**src/rtl/bram_port_arbiter_if.sv**
```systemverilog
// bram_port_arbiter_if
// One bram_sim-style requester port: read/byte-write request, address and
// write data from the requester; per-cycle grant, read-valid tag and shared
// read data back from the arbiter.
//   R_req   : read request
//   W_req   : byte-enable write request, bit 3 = data bits [31:24]
//   addr    : word address
//   W_data  : write data
//   lock    : keep the grant on the next cycle
//   gnt     : access accepted this cycle (combinational)
//   R_valid : R_data holds this requester's read result
//   R_data  : shared read data
interface bram_port_arbiter_if;
  logic        R_req;
  logic [3:0]  W_req;
  logic [31:0] addr;
  logic [31:0] W_data;
  logic        lock;
  logic        gnt;
  logic        R_valid;
  logic [31:0] R_data;

  modport master (
    output R_req, W_req, addr, W_data, lock,
    input  gnt, R_valid, R_data
  );

  modport slave (
    input  R_req, W_req, addr, W_data, lock,
    output gnt, R_valid, R_data
  );
endinterface

```
**src/rtl/bram_port_arbiter.sv**
```systemverilog
// bram_port_arbiter
// Shares one fixed-latency memory port between two requesters (s0, s1) with
// round-robin arbitration, optional grant locking bounded by MAX_BURST, and a
// {valid, id} return pipeline that tags read data with its requester.
//   clk        : clock, rising edge
//   rst        : asynchronous active-low reset
//   s0, s1     : requester ports (see bram_port_arbiter_if)
//   M_R_req    : memory read request
//   M_W_req    : memory byte-enable write request
//   M_addr     : memory word address
//   M_W_data   : memory write data
//   M_R_data   : memory read data, valid RD_LAT cycles after M_R_req
//   S_R_data   : shared read data (same as M_R_data)
module bram_port_arbiter #(
  parameter int RD_LAT    = 1,
  parameter int MAX_BURST = 16
) (
  input  logic                 clk,
  input  logic                 rst,
  bram_port_arbiter_if.slave   s0,
  bram_port_arbiter_if.slave   s1,
  output logic                 M_R_req,
  output logic [3:0]           M_W_req,
  output logic [31:0]          M_addr,
  output logic [31:0]          M_W_data,
  input  logic [31:0]          M_R_data,
  output logic [31:0]          S_R_data
);

  logic              req0, req1;
  logic              req_last, req_other, lock_last;
  logic              last;
  logic              prev_gnt;
  logic [5:0]        bcnt;
  logic              keep, starve;
  logic              gnt_v, gnt_id;
  logic [RD_LAT-1:0] pipe_v;
  logic [RD_LAT-1:0] pipe_id;

  assign req0 = s0.R_req | (|s0.W_req);
  assign req1 = s1.R_req | (|s1.W_req);

  assign req_last  = last ? req1 : req0;
  assign req_other = last ? req0 : req1;
  assign lock_last = last ? s1.lock : s0.lock;

  // keep: last cycle's grantee still wants the port and asked to hold it.
  // starve: the hold has run MAX_BURST cycles while the other side waited,
  // so the lock is ignored for this one cycle.
  assign keep   = prev_gnt & req_last & lock_last;
  assign starve = keep & req_other & (bcnt == 6'(MAX_BURST - 1));

  always_comb begin
    gnt_v  = 1'b0;
    gnt_id = 1'b0;
    if (rst) begin
      if (keep && !starve) begin
        gnt_v  = 1'b1;
        gnt_id = last;
      end else if (req0 && req1) begin
        gnt_v  = 1'b1;
        gnt_id = ~last;
      end else if (req0) begin
        gnt_v  = 1'b1;
        gnt_id = 1'b0;
      end else if (req1) begin
        gnt_v  = 1'b1;
        gnt_id = 1'b1;
      end
    end
  end

  assign s0.gnt = gnt_v & ~gnt_id;
  assign s1.gnt = gnt_v & gnt_id;

  // A write wins over a simultaneous read from the same requester; the read
  // is dropped so no return is tagged for it.
  always_comb begin
    M_R_req  = 1'b0;
    M_W_req  = 4'b0;
    M_addr   = 32'b0;
    M_W_data = 32'b0;
    if (gnt_v) begin
      if (gnt_id) begin
        M_R_req  = s1.R_req & ~(|s1.W_req);
        M_W_req  = s1.W_req;
        M_addr   = s1.addr;
        M_W_data = s1.W_data;
      end else begin
        M_R_req  = s0.R_req & ~(|s0.W_req);
        M_W_req  = s0.W_req;
        M_addr   = s0.addr;
        M_W_data = s0.W_data;
      end
    end
  end

  always_ff @(posedge clk or negedge rst) begin
    if (!rst) begin
      last     <= 1'b1;
      prev_gnt <= 1'b0;
      bcnt     <= 6'd0;
    end else begin
      prev_gnt <= gnt_v;
      if (gnt_v) last <= gnt_id;
      // Only a locked re-grant against a waiting requester extends the burst.
      if (gnt_v && keep && !starve && req_other) bcnt <= bcnt + 6'd1;
      else                                       bcnt <= 6'd0;
    end
  end

  always_ff @(posedge clk or negedge rst) begin
    if (!rst) begin
      pipe_v  <= '0;
      pipe_id <= '0;
    end else begin
      pipe_v[0]  <= M_R_req;
      pipe_id[0] <= M_R_req & gnt_id;
      for (int i = 1; i < RD_LAT; i++) begin
        pipe_v[i]  <= pipe_v[i-1];
        pipe_id[i] <= pipe_id[i-1];
      end
    end
  end

  assign s0.R_valid = rst & pipe_v[RD_LAT-1] & ~pipe_id[RD_LAT-1];
  assign s1.R_valid = rst & pipe_v[RD_LAT-1] &  pipe_id[RD_LAT-1];

  assign S_R_data  = M_R_data;
  assign s0.R_data = M_R_data;
  assign s1.R_data = M_R_data;

endmodule

```
**src/flat_wrapper.sv**
```systemverilog
// flat-port wrapper written by rule: the top's interface ports become plain ports
module bram_port_arbiter_flat 
#(
  parameter int RD_LAT    = 1,
  parameter int MAX_BURST = 16
)
  (clk, rst, M_R_req, M_W_req, M_addr, M_W_data, M_R_data, S_R_data, s0_R_req, s0_W_req, s0_addr, s0_W_data, s0_lock, s0_gnt, s0_R_valid, s0_R_data, s1_R_req, s1_W_req, s1_addr, s1_W_data, s1_lock, s1_gnt, s1_R_valid, s1_R_data);
  bram_port_arbiter_if s0_i ();
  bram_port_arbiter_if s1_i ();
  input  logic clk;
  input  logic rst;
  output logic M_R_req;
  output logic [3:0] M_W_req;
  output logic [31:0] M_addr;
  output logic [31:0] M_W_data;
  input  logic [31:0] M_R_data;
  output logic [31:0] S_R_data;
  input wire logic [$bits(s0_i.R_req)-1:0] s0_R_req;
  input wire logic [$bits(s0_i.W_req)-1:0] s0_W_req;
  input wire logic [$bits(s0_i.addr)-1:0] s0_addr;
  input wire logic [$bits(s0_i.W_data)-1:0] s0_W_data;
  input wire logic [$bits(s0_i.lock)-1:0] s0_lock;
  output wire logic [$bits(s0_i.gnt)-1:0] s0_gnt;
  output wire logic [$bits(s0_i.R_valid)-1:0] s0_R_valid;
  output wire logic [$bits(s0_i.R_data)-1:0] s0_R_data;
  input wire logic [$bits(s1_i.R_req)-1:0] s1_R_req;
  input wire logic [$bits(s1_i.W_req)-1:0] s1_W_req;
  input wire logic [$bits(s1_i.addr)-1:0] s1_addr;
  input wire logic [$bits(s1_i.W_data)-1:0] s1_W_data;
  input wire logic [$bits(s1_i.lock)-1:0] s1_lock;
  output wire logic [$bits(s1_i.gnt)-1:0] s1_gnt;
  output wire logic [$bits(s1_i.R_valid)-1:0] s1_R_valid;
  output wire logic [$bits(s1_i.R_data)-1:0] s1_R_data;
  assign s0_i.R_req = s0_R_req;
  assign s0_i.W_req = s0_W_req;
  assign s0_i.addr = s0_addr;
  assign s0_i.W_data = s0_W_data;
  assign s0_i.lock = s0_lock;
  assign s0_gnt = s0_i.gnt;
  assign s0_R_valid = s0_i.R_valid;
  assign s0_R_data = s0_i.R_data;
  assign s1_i.R_req = s1_R_req;
  assign s1_i.W_req = s1_W_req;
  assign s1_i.addr = s1_addr;
  assign s1_i.W_data = s1_W_data;
  assign s1_i.lock = s1_lock;
  assign s1_gnt = s1_i.gnt;
  assign s1_R_valid = s1_i.R_valid;
  assign s1_R_data = s1_i.R_data;
  bram_port_arbiter #(.RD_LAT(RD_LAT), .MAX_BURST(MAX_BURST)) u_core (.clk(clk), .rst(rst), .s0(s0_i), .s1(s1_i), .M_R_req(M_R_req), .M_W_req(M_W_req), .M_addr(M_addr), .M_W_data(M_W_data), .M_R_data(M_R_data), .S_R_data(S_R_data));
endmodule
```
**config.mk**
```make
export PLATFORM = sky130hd
export DESIGN_NAME = bram_port_arbiter_flat
export DESIGN_NICKNAME = d
export VERILOG_FILES = /design/src/rtl/bram_port_arbiter_if.sv /design/src/rtl/bram_port_arbiter.sv /design/src/flat_wrapper.sv
export SDC_FILE = /design/constraint.sdc
export NUM_CORES = 1
export LEC_CHECK = 0
export ABC_AREA = 1
export CAP_MARGIN = 20
export CELL_PAD_IN_SITES_DETAIL_PLACEMENT = 0
export CELL_PAD_IN_SITES_GLOBAL_PLACEMENT = 2
export CORE_ASPECT_RATIO = 2
export CORE_UTILIZATION = 12
export CTS_CLUSTER_SIZE = 12
export DETAILED_ROUTE_END_ITERATION = 6
export PLACE_DENSITY_LB_ADDON = 0.1
export SETUP_SLACK_MARGIN = 0.4
export SKIP_CTS_REPAIR_TIMING = 1
export SLEW_MARGIN = 10
export SYNTH_ARGS = -nofsm -noshare
export SYNTH_HDL_FRONTEND = slang
export SYNTH_SLANG_ARGS = --single-unit
```
**constraint.sdc**
```tcl
create_clock -name clk -period 2.2 [get_ports clk]
set_input_delay 0.33 -clock clk [delete_from_list [all_inputs] [get_ports clk]]
set_output_delay 0.33 -clock clk [all_outputs]
set_load 0.02 [all_outputs]
```
==> results.txt <==
Status: finished with violations
Failing checks: negative setup slack
Pwr/cell area: 576 mW/mm^2
Slew Limit Fails: 0
Deepest clock path buffer count: 2
GPL Wtd Cong: 0.703
Clock Sinks: 10
Mapped Cells: 413
Startpoint types: register
Critical path's slowest cell: dfrtp_1
H-tree Lvls: 1
Final Skew: 0.00416 ns
Sw Ratio: 45.8%
Final WS setup: -0.339 ns
Util after Layout: 24.3%
Syn-to-layout area delta: 98.5%
Synthesized Nets: 588
Number of global-route vias before repair: 3507
Global route total overflow: 0
Total number of vias: 3429
Largest net degree at the start of global routing: 38
DR WL/cell: 18.9 um
Critical path peak fanout: 6
Final net count: 741
Leakage power: 2.60 nW
CP endpoint kind: output port
Setup TNS: -20.38 ns
Synth unique cells: 31
Largest stage delay, worst path: 0.35 ns
Die area: 0.0256 sq mm
Initial Util: 12.2%
Die W: 114 um
CTS tree: done
Seq/Total Area, Yosys: 8.42%
Fin crit period: 2.54 ns
Synthesis Warnings: 0
DP Area: 0.00520 sq mm
Setup violations, final: 71
Hold Crit Class: input pin to async pin
RSZ-0062 raised after global routing: true
Switching pwr: 1.57 mW
Final Hold Fails: 0
Setup Slack @ Placement: -0.931 ns
Clk pwr share: 9.8%
Hold slack: 0.0464 ns
Initial antenna violation count: 4
Tot GR Track Use: 11.3%
Crit path cell chain: ha_2, nand3_2, or2_4, nor2_4, nand2_4, nand3_4, nand2_8, buf_6, clkbuf_16, nand3_4, nand2_2, buf_6
Worst Max-Slew Pin Slew: 0.240 ns
Top cells by area, synth: buf_4, nand3_2, nand4_1, nand2_1, dfrtp_1
Post-route antenna net violation count: 0
CP arrival: 2.21 ns
Seq pwr share: 6.0%
DR vias/cell: 3.81
Tcrit/Tclk final: 115%
Top-level I/O count: 343
Cell Int Power: 1.85 mW
First-pass GRT wire length: 21600 um
Area leader, netlist: buf_4
Starting DRT DRC Count: 66
DP HPWL: 12000 um
Placed Instances: 865
Die Y: 225 um
Yosys top cell area share: 24.1%
Syn avg cell area: 7.23 sq um
Mapped cell area: 0.00299 sq mm
Rel. slew slack: 83.9%
Crit Path Category: register to output port
Worst path required time: 1.87 ns
Clk_lat worst skew: 0.24 ns
CTS buffer count: 3
IO buf count: 214
Share of cells above drive strength 1: 54.7%
Total power: 3.42 mW
Routed WL: 17000 um
R2r setup slk: 0.30 ns
Core area: 0.0244 sq mm
Commonest non-fill, non-tap cell in the layout: clkdlybuf4s50_1
Fmax: 394 MHz
Commonest non-fill, non-tap cells in the layout: clkdlybuf4s50_1, nand2_2, nand4_1, nand3_2, buf_6
Max VDD drop: 162 uV
Layout Cells excl Fill: 901
Maximum Capacitance Violations: 0
Register clock-pin slew on the reported worst setup and hold paths: 0.04 ns
DRC errors left: 0
Logic gate share of total power: 84.2%
DRT Pass-1 Iters: 4
Flops & latches, synth: 10
Site Rows: 81
CTS root buf: clkbuf_16
Final Instance Area: 0.00593 sq mm
## cells by family after synthesis
kind of cell	Yosys count	share of synthesized area, %
simple gates	252	53.6
buf+inv	146	36.2
flops	10	8.42
compound gates	2	0.712
xor+xnor	2	0.586
fa+ha+maj	1	0.419
## power groups by stage
stage | Clock (mW) | Combinational [mW] | Sequential, mW
floorplan | 0 | 1.55 | 0.208
finish | 0.334 | 2.88 | 0.207
global route | 0.349 | 3.06 | 0.208
detailed placement | 0 | 2.33 | 0.208
CTS | 0.347 | 2.34 | 0.206
global placement | 0 | 2.33 | 0.208
## worst max-delay path, delay by kind of cell (launching register included)
family	cells	cell delay, ns
buffers and inverters	3	0.46
flip-flops	1	0.35
AND/OR/NAND/NOR	8	0.97
adder cells (fa/ha/maj)	1	0.19
## worst paths after layout
check,from,to,cells past startpoint
max reg2reg,u_core.last$_DFFE_PN1P_,u_core.last$_DFFE_PN1P_,10
min,rst,u_core.bcnt[1]$_DFF_PN0_,2
max in group asynchronous,rst,u_core.last$_DFFE_PN1P_,3
min reg2reg,u_core.bcnt[0]$_DFF_PN0_,u_core.bcnt[0]$_DFF_PN0_,2
max,u_core.bcnt[1]$_DFF_PN0_,M_addr[19],12
min in group clk,u_core.bcnt[0]$_DFF_PN0_,u_core.bcnt[0]$_DFF_PN0_,2
## final cells by class
cell class	instances	area (sq um)
Fill cell	2691	18500
Timing Repair Buffer	279	3010
Multi-Input combinational cell	258	2110
Tap cell	332	415
Sequential cell	10	251
Clock buffer	4	78.8
Inverter	14	52.6
Antenna cell	4	10.0
## synth_stat cells, drive strengths merged
cell,instances
buf,126
nand2,88
nand3,74
nand4,70
nor2,17
inv,13
dfrtp,9
clkbuf,6
a21oi,2
clkinv,1
dfstp,1
ha,1
nand3b,1
nor3b,1
or2,1
xnor2,1
xor2,1
## metal layers
layer	up-vias	part of all wire [%]	GRT usage, %
met3	51	4.2	1.16
met1	1630	30	10.2
met4	0	1.8	4.58
met2	119	64	24.2
li1	1629	-	-
met5	-	0	0
## sequential cells by signal (all words and copies together) (netlist names)
register and count:
u_core.pipe_id 1, u_core.last 1, u_core.prev_gnt 1, u_core.bcnt 6
u_core.pipe_v 1
Note: power is estimated with default switching activity, not from simulation.
==> RTL edit, RTL diff (same settings) <==
`RD_LAT` is set to 1 in 2 places; all go to 2.
--- a/src/rtl/bram_port_arbiter.sv
+++ b/src/rtl/bram_port_arbiter.sv
@@ -13,5 +13,5 @@
 //   S_R_data   : shared read data (same as M_R_data)
 module bram_port_arbiter #(
-  parameter int RD_LAT    = 1,
+  parameter int RD_LAT    = 2,
   parameter int MAX_BURST = 16
 ) (
--- a/src/flat_wrapper.sv
+++ b/src/flat_wrapper.sv
@@ -2,5 +2,5 @@
 module bram_port_arbiter_flat 
 #(
-  parameter int RD_LAT    = 1,
+  parameter int RD_LAT    = 2,
   parameter int MAX_BURST = 16
 )
Formal check against the unedited RTL: not equivalent (a bounded check fails within 4 cycles, from zero or initial values and one cycle with rst low).
==> RTL edit against the unedited design <==
  * First-iteration DRC count rose by 45%
  * Setup slack improved by 0.0038 ns
  * Cell area increased by 1.1%
  * Critical endpoint is now M_addr[10]
  * Sequential cell count is 2 higher
  * Count of clock-buffer cells in the layout stayed put
  * Total power down 0.15%
  * Routed wire length grew 1.2%
  * Largest power group unchanged
  * Clock skew increased by 0.0013 ns
  * Area after synthesis grew 1.7%
  * The run still ends with setup timing left
==> RTL edit: results (changes against the unedited design) <==
Outcome
  – Run status: finished with violations
  – Failing checks: setup timing

Cells and area
  – Fin nets: 746 (+0.67%)
  – Finished Layout Cells: 907 (+0.67%)
  – Filler Cells Inserted: 2763 (+2.7%)
  – Layout cells sized above 1: 53.86% (-0.83 points)

Worst setup path
  – CP Max Fanout: 8 (+2)
  – R2r worst-path depth: 12 (+2)
  – Reg-to-Reg End: u_core.pipe_v[0]
  – Reg-to-reg slack, setup: 0.18 ns (-0.12 ns)
  – Worst setup path end: M_addr[10]
  – CP Class: reg2out

Routing
  – Vias per Instance: 3.759 (-1.2%)
  – Initial DRC Count: 96 (+45%)
  – DRT Pass-1 Iters: 5 (+1)
  – DR WL/cell: 18.96 um (+0.50%)

Global route
  – Gr usage total: 11.55% (+0.26 points)
  – Largest net degree at the start of global routing: 38 (unchanged)
  – Vias in the first global route: 3567 (+1.7%)
  – Initial antenna violation count: 0 (-4)
  – First-pass GRT wire length: 22080 um (+2.4%)

Worst hold path
  – Hold WC Path Type: in2async

Synth
  – Avg Cell Area, Syn: 7.320 sq um (+1.2%)
  – Top FF cell, synth: dfrtp_1
  – Synth Area in Adders: 0.4119% (-0.0069 points)
  – Syn Nets: 590 (+0.34%)
  – Synth area leaders: buf_4 24%, nand3_2 16%, nand4_1 12%
  – Sequential area share after synthesis: 9.926% (+1.5 points)
  – Xor and xnor area share after synthesis: 0.5766% (-0.0097 points)
  – Synth Area in Compound Gates: 0.7002% (-0.012 points)
  – Synth warn: 0 (unchanged)

Placed design
  – GPL Wtd Cong: 0.7151 (+1.7%)
  – Post-place setup slack: -0.8851 ns (+0.04602 ns)
  – Placed cells: 876 (+1.3%)
  – Post-DP HPWL: 12740 um (+6.5%)

Pwr
  – Sequential Power: 0.243 mW (+17%)
  – P_comb: 2.79 mW (-3%)
  – Net Sw Power: 1.529 mW (-2.3%)
  – Sw Ratio: 44.77% (-1.0 points)
  – Leak: 2.634 nW (+1.1%)
  – Peak supply drop: 0.2869 mV (+77%)

Timing
  – Setup WS post-layout: -0.3349 ns (+0.003826 ns)
  – Worst slew margin: 79.22% (-4.7 points)
  – Clk_skew: 0.005497 ns (+0.001335 ns)
  – Final-report setup violation count: 71 (unchanged)
  – Sum Neg Setup Slack: -20.18 ns (+0.1943 ns)

Clocking
  – H-tree depth: 1 (unchanged)
[RTL edit: cell count changes in the layout (fill, tap and decap cells not counted), sizes merged]
cell	delta
diode	-3
dlymetal6s2s	-1
nand2	-1
clkbuf	-11
buf	+16
dfrtp	+2
[RTL edit: per-layer routing]
| layer | up-vias | wire length [um] | global-route usage [%] |
|---|---|---|---|
| met3 | 50 | 783 | 1.118 |
| met4 | 0 | 398 | 3.058 |
| met1 | 1598 | 5205 | 10.81 |
| met5 | - | 0 | 0 |
| li1 | 1643 | - | - |
| met2 | 118 | 10810 | 25.20 |
[RTL edit: cell type report]
cell class	instances	area share, %
flip-flops and latches	12	5.030
diodes	1	0.04174
multi-input cells	257	34.29
well taps	336	7.013
inverters	14	0.8766
repair buffers	283	51.26
clock buffers	4	1.482
[RTL edit: per-stage QoR]
step                hold slack [ns]  area [sq um]
floorplan                   0.03441          3311
global placement             0.3124          5329
detailed placement           0.3206          5329
CTS                         0.05769          5418
global route                0.07346          5992
finish                      0.07388          5995
